==> config.mk <==
export PLATFORM = sky130hd
export DESIGN_NAME = uart_tx_engine_flat
export DESIGN_NICKNAME = d
export VERILOG_FILES = /design/src/rtl/uart_pkg.sv /design/src/rtl/uart_tx_engine_if.sv /design/src/rtl/uart_baud_tick.sv /design/src/rtl/uart_tx_engine.sv /design/src/flat_wrapper.sv
export SDC_FILE = /design/constraint.sdc
export NUM_CORES = 1
export LEC_CHECK = 0
export BUFFER_PORTS_ARGS = -buffer_cell sky130_fd_sc_hd__buf_4
export CAP_MARGIN = 40
export CELL_PAD_IN_SITES_DETAIL_PLACEMENT = 1
export CELL_PAD_IN_SITES_GLOBAL_PLACEMENT = 1
export CORE_ASPECT_RATIO = 0.6
export CORE_MARGIN = 1
export CORE_UTILIZATION = 38
export DETAILED_ROUTE_END_ITERATION = 6
export PLACE_DENSITY_LB_ADDON = 0.08
export SLEW_MARGIN = 20
export SYNTH_ARGS = -nofsm -noshare
export SYNTH_HDL_FRONTEND = slang
export SYNTH_SLANG_ARGS = --single-unit
==> constraint.sdc <==
create_clock -name UartClock -period 2 [get_ports UartClock]
set_clock_uncertainty 0.1 [all_clocks]
set_input_delay 0 -clock UartClock [delete_from_list [all_inputs] [get_ports UartClock]]
set_output_delay 0 -clock UartClock [all_outputs]
set_load 0.02 [all_outputs]
==> src/rtl/uart_pkg.sv <==
// Shared UART constants: state encoding, default bit timing, frame sizes.
// Used by both the transmitter and receiver halves of the UART block.
package uart_pkg;

  localparam logic [2:0] ST_IDLE   = 3'd0;
  localparam logic [2:0] ST_START  = 3'd1;
  localparam logic [2:0] ST_DATA   = 3'd2;
  localparam logic [2:0] ST_PARITY = 3'd3;
  localparam logic [2:0] ST_STOP   = 3'd4;

  localparam int DEFAULT_CLKS_PER_BIT = 16;
  localparam int DATA_BITS            = 8;

  // Frame lengths in bit periods: start + data + stop, optionally + parity.
  localparam int FRAME_BITS        = DATA_BITS + 2;
  localparam int FRAME_BITS_PARITY = DATA_BITS + 3;

endpackage

==> src/rtl/uart_tx_engine_if.sv <==
// Transmit-FIFO read port: show-ahead head byte, occupancy and pop strobe.
// The FIFO side is the master; the transmit engine is the slave.
interface uart_tx_engine_if;
  import uart_pkg::*;

  logic [DATA_BITS-1:0] TxData;
  logic [3:0]           TFcount;
  logic                 TFdataRead;

  modport master (output TxData, output TFcount, input TFdataRead);
  modport slave  (input TxData, input TFcount, output TFdataRead);

endinterface

==> src/rtl/uart_baud_tick.sv <==
// Bit-period counter: counts 0..CLKS_PER_BIT-1 and flags the last cycle of
// each bit period with BitDone. Clear holds the count at zero.
module uart_baud_tick
  import uart_pkg::*;
#(
  parameter int CLKS_PER_BIT = DEFAULT_CLKS_PER_BIT
) (
  input  logic UartClock,
  input  logic Reset,
  input  logic Clear,
  output logic BitDone
);

  localparam int CNT_W = (CLKS_PER_BIT > 1) ? $clog2(CLKS_PER_BIT) : 1;
  localparam logic [CNT_W-1:0] LAST_COUNT = CNT_W'(CLKS_PER_BIT - 1);

  logic [CNT_W-1:0] count;

  assign BitDone = (count == LAST_COUNT) && !Clear;

  // Free-running bit counter that wraps at the end of every bit period.
  always_ff @(posedge UartClock or posedge Reset) begin
    if (Reset) begin
      count <= '0;
    end else if (Clear || (count == LAST_COUNT)) begin
      count <= '0;
    end else begin
      count <= count + 1'b1;
    end
  end

endmodule

==> src/rtl/uart_tx_engine.sv <==
// UART transmit engine: pops bytes from the show-ahead TX FIFO and sends
// 8-N-1 frames (start, 8 data LSB first, stop) on a registered TX line.
// Build option: define UART_TX_PARITY_EN to insert an even-parity bit
// between the last data bit and the stop bit.
module uart_tx_engine
  import uart_pkg::*;
#(
  parameter int CLKS_PER_BIT = DEFAULT_CLKS_PER_BIT
) (
  input  logic            UartClock,
  input  logic            Reset,
  uart_tx_engine_if.slave fifo,
  input  logic            TxEnable,
  output logic            TX,
  output logic            TxBusy
);

  logic [2:0]           state;
  logic [2:0]           bitIdx;
  logic [DATA_BITS-1:0] shiftReg;
  logic                 txLine;
  logic                 busy;
  logic                 bitDone;
  logic                 baudClear;
  logic                 loadReq;
  logic                 popNow;
`ifdef UART_TX_PARITY_EN
  logic                 parityBit;
`endif

  // Load condition; masked during reset so no pop can leak out while the
  // engine is being forced back to idle.
  assign loadReq = !Reset && TxEnable && (fifo.TFcount != 4'd0);

  // Pop from idle, or chain straight into the next frame on the last stop cycle.
  assign popNow = loadReq &&
                  ((state == ST_IDLE) || ((state == ST_STOP) && bitDone));

  assign fifo.TFdataRead = popNow;
  assign baudClear       = (state == ST_IDLE);
  assign TX              = txLine;
  assign TxBusy          = busy;

  uart_baud_tick #(
    .CLKS_PER_BIT (CLKS_PER_BIT)
  ) baudTick (
    .UartClock (UartClock),
    .Reset     (Reset),
    .Clear     (baudClear),
    .BitDone   (bitDone)
  );

  // Frame sequencer; txLine is loaded with the level of the upcoming bit so
  // the pin changes exactly on the bit boundary with no combinational path.
  always_ff @(posedge UartClock or posedge Reset) begin
    if (Reset) begin
      state    <= ST_IDLE;
      bitIdx   <= 3'd0;
      shiftReg <= '0;
      txLine   <= 1'b1;
      busy     <= 1'b0;
`ifdef UART_TX_PARITY_EN
      parityBit <= 1'b0;
`endif
    end else begin
      case (state)
        ST_IDLE: begin
          if (popNow) begin
            shiftReg <= fifo.TxData;
`ifdef UART_TX_PARITY_EN
            parityBit <= ^fifo.TxData;
`endif
            txLine   <= 1'b0;
            busy     <= 1'b1;
            bitIdx   <= 3'd0;
            state    <= ST_START;
          end
        end

        ST_START: begin
          if (bitDone) begin
            txLine <= shiftReg[0];
            bitIdx <= 3'd0;
            state  <= ST_DATA;
          end
        end

        ST_DATA: begin
          if (bitDone) begin
            shiftReg <= {1'b0, shiftReg[DATA_BITS-1:1]};
            bitIdx   <= bitIdx + 3'd1;
            if (bitIdx == 3'd7) begin
`ifdef UART_TX_PARITY_EN
              txLine <= parityBit;
              state  <= ST_PARITY;
`else
              txLine <= 1'b1;
              state  <= ST_STOP;
`endif
            end else begin
              txLine <= shiftReg[1];
            end
          end
        end

`ifdef UART_TX_PARITY_EN
        ST_PARITY: begin
          if (bitDone) begin
            txLine <= 1'b1;
            state  <= ST_STOP;
          end
        end
`endif

        ST_STOP: begin
          if (bitDone) begin
            if (popNow) begin
              shiftReg <= fifo.TxData;
`ifdef UART_TX_PARITY_EN
              parityBit <= ^fifo.TxData;
`endif
              txLine   <= 1'b0;
              bitIdx   <= 3'd0;
              state    <= ST_START;
            end else begin
              txLine <= 1'b1;
              busy   <= 1'b0;
              state  <= ST_IDLE;
            end
          end
        end

        default: begin
          txLine <= 1'b1;
          busy   <= 1'b0;
          state  <= ST_IDLE;
        end
      endcase
    end
  end

endmodule

==> src/flat_wrapper.sv <==
// flat-port wrapper written by rule: the top's interface ports become plain ports
module uart_tx_engine_flat import uart_pkg::*;
#(
  parameter int CLKS_PER_BIT = DEFAULT_CLKS_PER_BIT
)
  (UartClock, Reset, TxEnable, TX, TxBusy, fifo_TxData, fifo_TFcount, fifo_TFdataRead);
  uart_tx_engine_if fifo_i ();
  input  logic UartClock;
  input  logic Reset;
  input  logic TxEnable;
  output logic TX;
  output logic TxBusy;
  input wire logic [$bits(fifo_i.TxData)-1:0] fifo_TxData;
  input wire logic [$bits(fifo_i.TFcount)-1:0] fifo_TFcount;
  output wire logic [$bits(fifo_i.TFdataRead)-1:0] fifo_TFdataRead;
  assign fifo_i.TxData = fifo_TxData;
  assign fifo_i.TFcount = fifo_TFcount;
  assign fifo_TFdataRead = fifo_i.TFdataRead;
  uart_tx_engine #(.CLKS_PER_BIT(CLKS_PER_BIT)) u_core (.UartClock(UartClock), .Reset(Reset), .fifo(fifo_i), .TxEnable(TxEnable), .TX(TX), .TxBusy(TxBusy));
endmodule
==> impl_metrics.py <==
metrics = {
    "run_status": {
        "status": "complete, no violations",
    },
    "clock_network": {
        "tritoncts": "built",
        "cts_sinks": 20,
        "clock-root-buffer": "clkbuf_8",
        "cts.path.max_buffers": 2,
        "clkTransAtPathRegs_ns": 0.07,
        "clkLatencyLatePin_ns": 0.27,
        "cts-htree-levels": 1,
        "cts_made_buffers": 3,
    },
    "worst_setup_path": {
        "crit_slowest_cell": "dfrtp_1",
        "critPathLaunch": "u_core.baudTick.count[0]$_DFF_PP0_",
        "crit-reg2reg-launch": "u_core.baudTick.count[0]$_DFF_PP0_",
        "arrival_ns": 1.98,
        "cpPeakStageDelay_ns": 0.41,
        "r2r_slack_ns": 0.06,
        "cp_max_fo": 8,
        "r2r_cells": 6,
        "crit_chain": "ha_4, nand3_2, a2111o_1, a21oi_4, buf_12, mux2_2",
        "worst_ep_required_time_ns": 2.05,
        "rr_endpoint": "u_core.shiftReg[2]$_DFFE_PP0P_",
        "setup.worst_path.class": "register to register",
        "cp-end-kind": "register",
        "crit_end": "u_core.shiftReg[2]$_DFFE_PP0P_",
        "cp-start-kind": "register",
    },
    "yosys": {
        "async_reset_ff_share_pct": 100,
        "syn_nets": 134,
        "synth_flop_cell": "dfrtp_1",
        "synth_seq_cells": 20,
        "ys_seq_area_share_pct": 43.0,
        "ys_warn_count": 0,
        "synth_cell_types": 40,
        "synth_cells": 116,
        "synth-edff-count": 0,
        "syn_area_per_cell_um2": 10.1,
        "syn_area_um2": 1170,
    },
    "sta": {
        "drv_slew": 0,
        "setup_violations": 0,
        "rsz0062_at_grt": "no",
        "fin_crit_ns": 1.94,
        "fmax_mhz": 516,
        "finalCritPeriodShare_pct": 96.9,
        "tns_ns": 0,
        "tightest_slew_ns": 0.501,
        "relSlewSlack_pct": 66.5,
        "hold_viol": 0,
    },
    "finish": {
        "stdcell_area_um2": 1590,
        "fin_nets": 171,
        "syn2layout_area_growth_pct": 36.0,
        "n_antenna_cell": 0,
        "drive_above_1_share_pct": 38.8,
        "final_common_cell": "buf_4",
        "final_core_util_pct": 54.9,
        "layout_common_cells": "29 x buf_4, 19 x dfrtp_1, 15 x mux2_2",
    },
    "power_and_ir_drop": {
        "power_density_nw_per_um2": 1080,
        "p_total_w": 0.00172,
        "cellLeakagePower_nw": 0.685,
        "max-vdd-ir-drop_uv": 617,
    },
    "global_route": {
        "use_met1_pct": 29.1,
        "grtUsageMet2_pct": 36.5,
        "grt.overflow.total": 0,
        "grt_pass1_wl_um": 5160,
        "antenna_found_initial": 0,
        "busiest_layer": "met2",
        "grt_max_degree": 21,
        "grt_pass1_vias": 1009,
        "grt_usage_pct": 22.1,
        "use_met3_pct": 5.36,
    },
    "drt": {
        "drt-pass1-iter-count": 4,
        "drtIter0Drc": 59,
        "viasPerCell": 5.31,
        "antenna_left": 0,
        "routedWlPerCell_um": 16.6,
        "routed-via-count": 1030,
        "drc": 0,
        "drt_wl_total_um": 3220,
    },
    "min_path": {
        "hold_path_class": "input pin to register",
        "hold_start": "fifo_TxData[0]",
    },
    "floorplan": {
        "rows": 15,
        "die_w_um": 73.6,
        "num_io_pins": 18,
        "core_area_um2": 2890,
        "fp.dieH_um": 44.9,
        "start_util_pct": 40.4,
        "dieArea_um2": 3300,
    },
    "flow_run": {
        "maxCapViolCount": 0,
    },
    "placement": {
        "postPlaceCellArea_um2": 1410,
        "port_buffers": 17,
        "hpwl_um": 2330,
        "place_congestion": 0.785,
    },
}
## layout make-up
class	count	area [um2]
clock buffer	4	55.1
fill	342	1300
inverter	4	15.0
multi-input combinational	86	641
sequential	20	502
tap	42	52.6
timing repair buffer	38	323
## registers in the layout, summed over array words and instances, names as in the netlist
register,count
u_core.TX,1
u_core.TxBusy,1
u_core.baudTick.count,4
u_core.bitIdx,3
u_core.shiftReg,8
u_core.state,3
## critical path, delay by kind of cell (launching register included)
kind,cells,cell delay [ns]
buffers and inverters,1,0.14
AO/OA/AOI/OAI,2,0.59
adder cells (fa/ha/maj),1,0.17
flip-flops,1,0.41
multiplexers,1,0.33
AND/OR/NAND/NOR,1,0.08
## how the worst min path moves through the flow
| stage | cells past startpoint | slack (ns) | end |
|---|---|---|---|
| after detailed placement | 2 | 0.13 | u_core.TxBusy$_DFFE_PP0P_ |
| after CTS | 3 | 0.001 | u_core.shiftReg[0]$_DFFE_PP0P_ |
| after global placement | 2 | 0.11 | u_core.baudTick.count[3]$_DFF_PP0_ |
| after global routing | 3 | 0.02 | u_core.shiftReg[4]$_DFFE_PP0P_ |
| after floorplan | 1 | -0.14 | u_core.TxBusy$_DFFE_PP0P_ |
| final | 3 | 0.01 | u_core.shiftReg[0]$_DFFE_PP0P_ |
## report_power, final
| group | total (W) | leakage (nW) | switching, W | internal [W] |
|---|---|---|---|---|
| registers | 0.000706 | 0.240 | 0.000128 | 0.000578 |
| logic | 0.000700 | 0.417 | 0.000339 | 0.000361 |
| clock network | 0.000314 | 0.0288 | 0.000138 | 0.000176 |
| total | 0.00172 | 0.685 | 0.000605 | 0.00111 |
## Yosys cell counts (all sizes together), types with 3 or more instances
| cell type | count | area [um2] |
|---|---|---|
| a21oi | 5 | 36.3 |
| clkbuf | 4 | 15.0 |
| dfrtp | 19 | 475 |
| ha | 3 | 37.5 |
| inv | 4 | 15.0 |
| mux2 | 15 | 169 |
| nand2 | 8 | 30.0 |
| nand3 | 6 | 35.0 |
| nor2 | 10 | 37.5 |
| nor3 | 4 | 20.0 |
| nor3b | 3 | 22.5 |
| o21ai | 3 | 15.0 |
## kinds of logic after synthesis
logic type | count (synthesis) | synth area share [%]
DFF | 20 | 43.0
AOI/OAI and AO/OA | 23 | 15.1
buffers and inverters | 10 | 3.32
and+or+nand+nor | 43 | 19.4
muxes | 15 | 14.5
xor gates and xnor gates | 2 | 1.50
adders and majority gates | 3 | 3.22
## timing repair
item / in CTS / in global routing
hold buffers: 7 / 0
setup buffers: 1 / 1
gates resized for setup: 2 / 1
setup endpoints to repair: 9 / 9
pin swaps: 2 / 1
hold endpoints to repair: 25 / 0
gates cloned: 0 / 0
## routing by layer
metal	vias to the layer above	share of wire (%)
met5	-	0
met2	13	48
met4	0	1.3
met1	513	48
li1	499	-
met3	5	2.8
## through the flow
step / std cells / worst slack (ns) / hold WS, ns
finish: 194 / 0.0622 / 0.00966
global route: 194 / 0.00729 / 0.0172
CTS: 192 / 0.0359 / 0.00141
detailed placement: 180 / -0.0440 / 0.129
global placement: 180 / 0.00317 / 0.110
floorplan: 116 / 0.0141 / -0.137
Power figures use the tool's default switching activity.
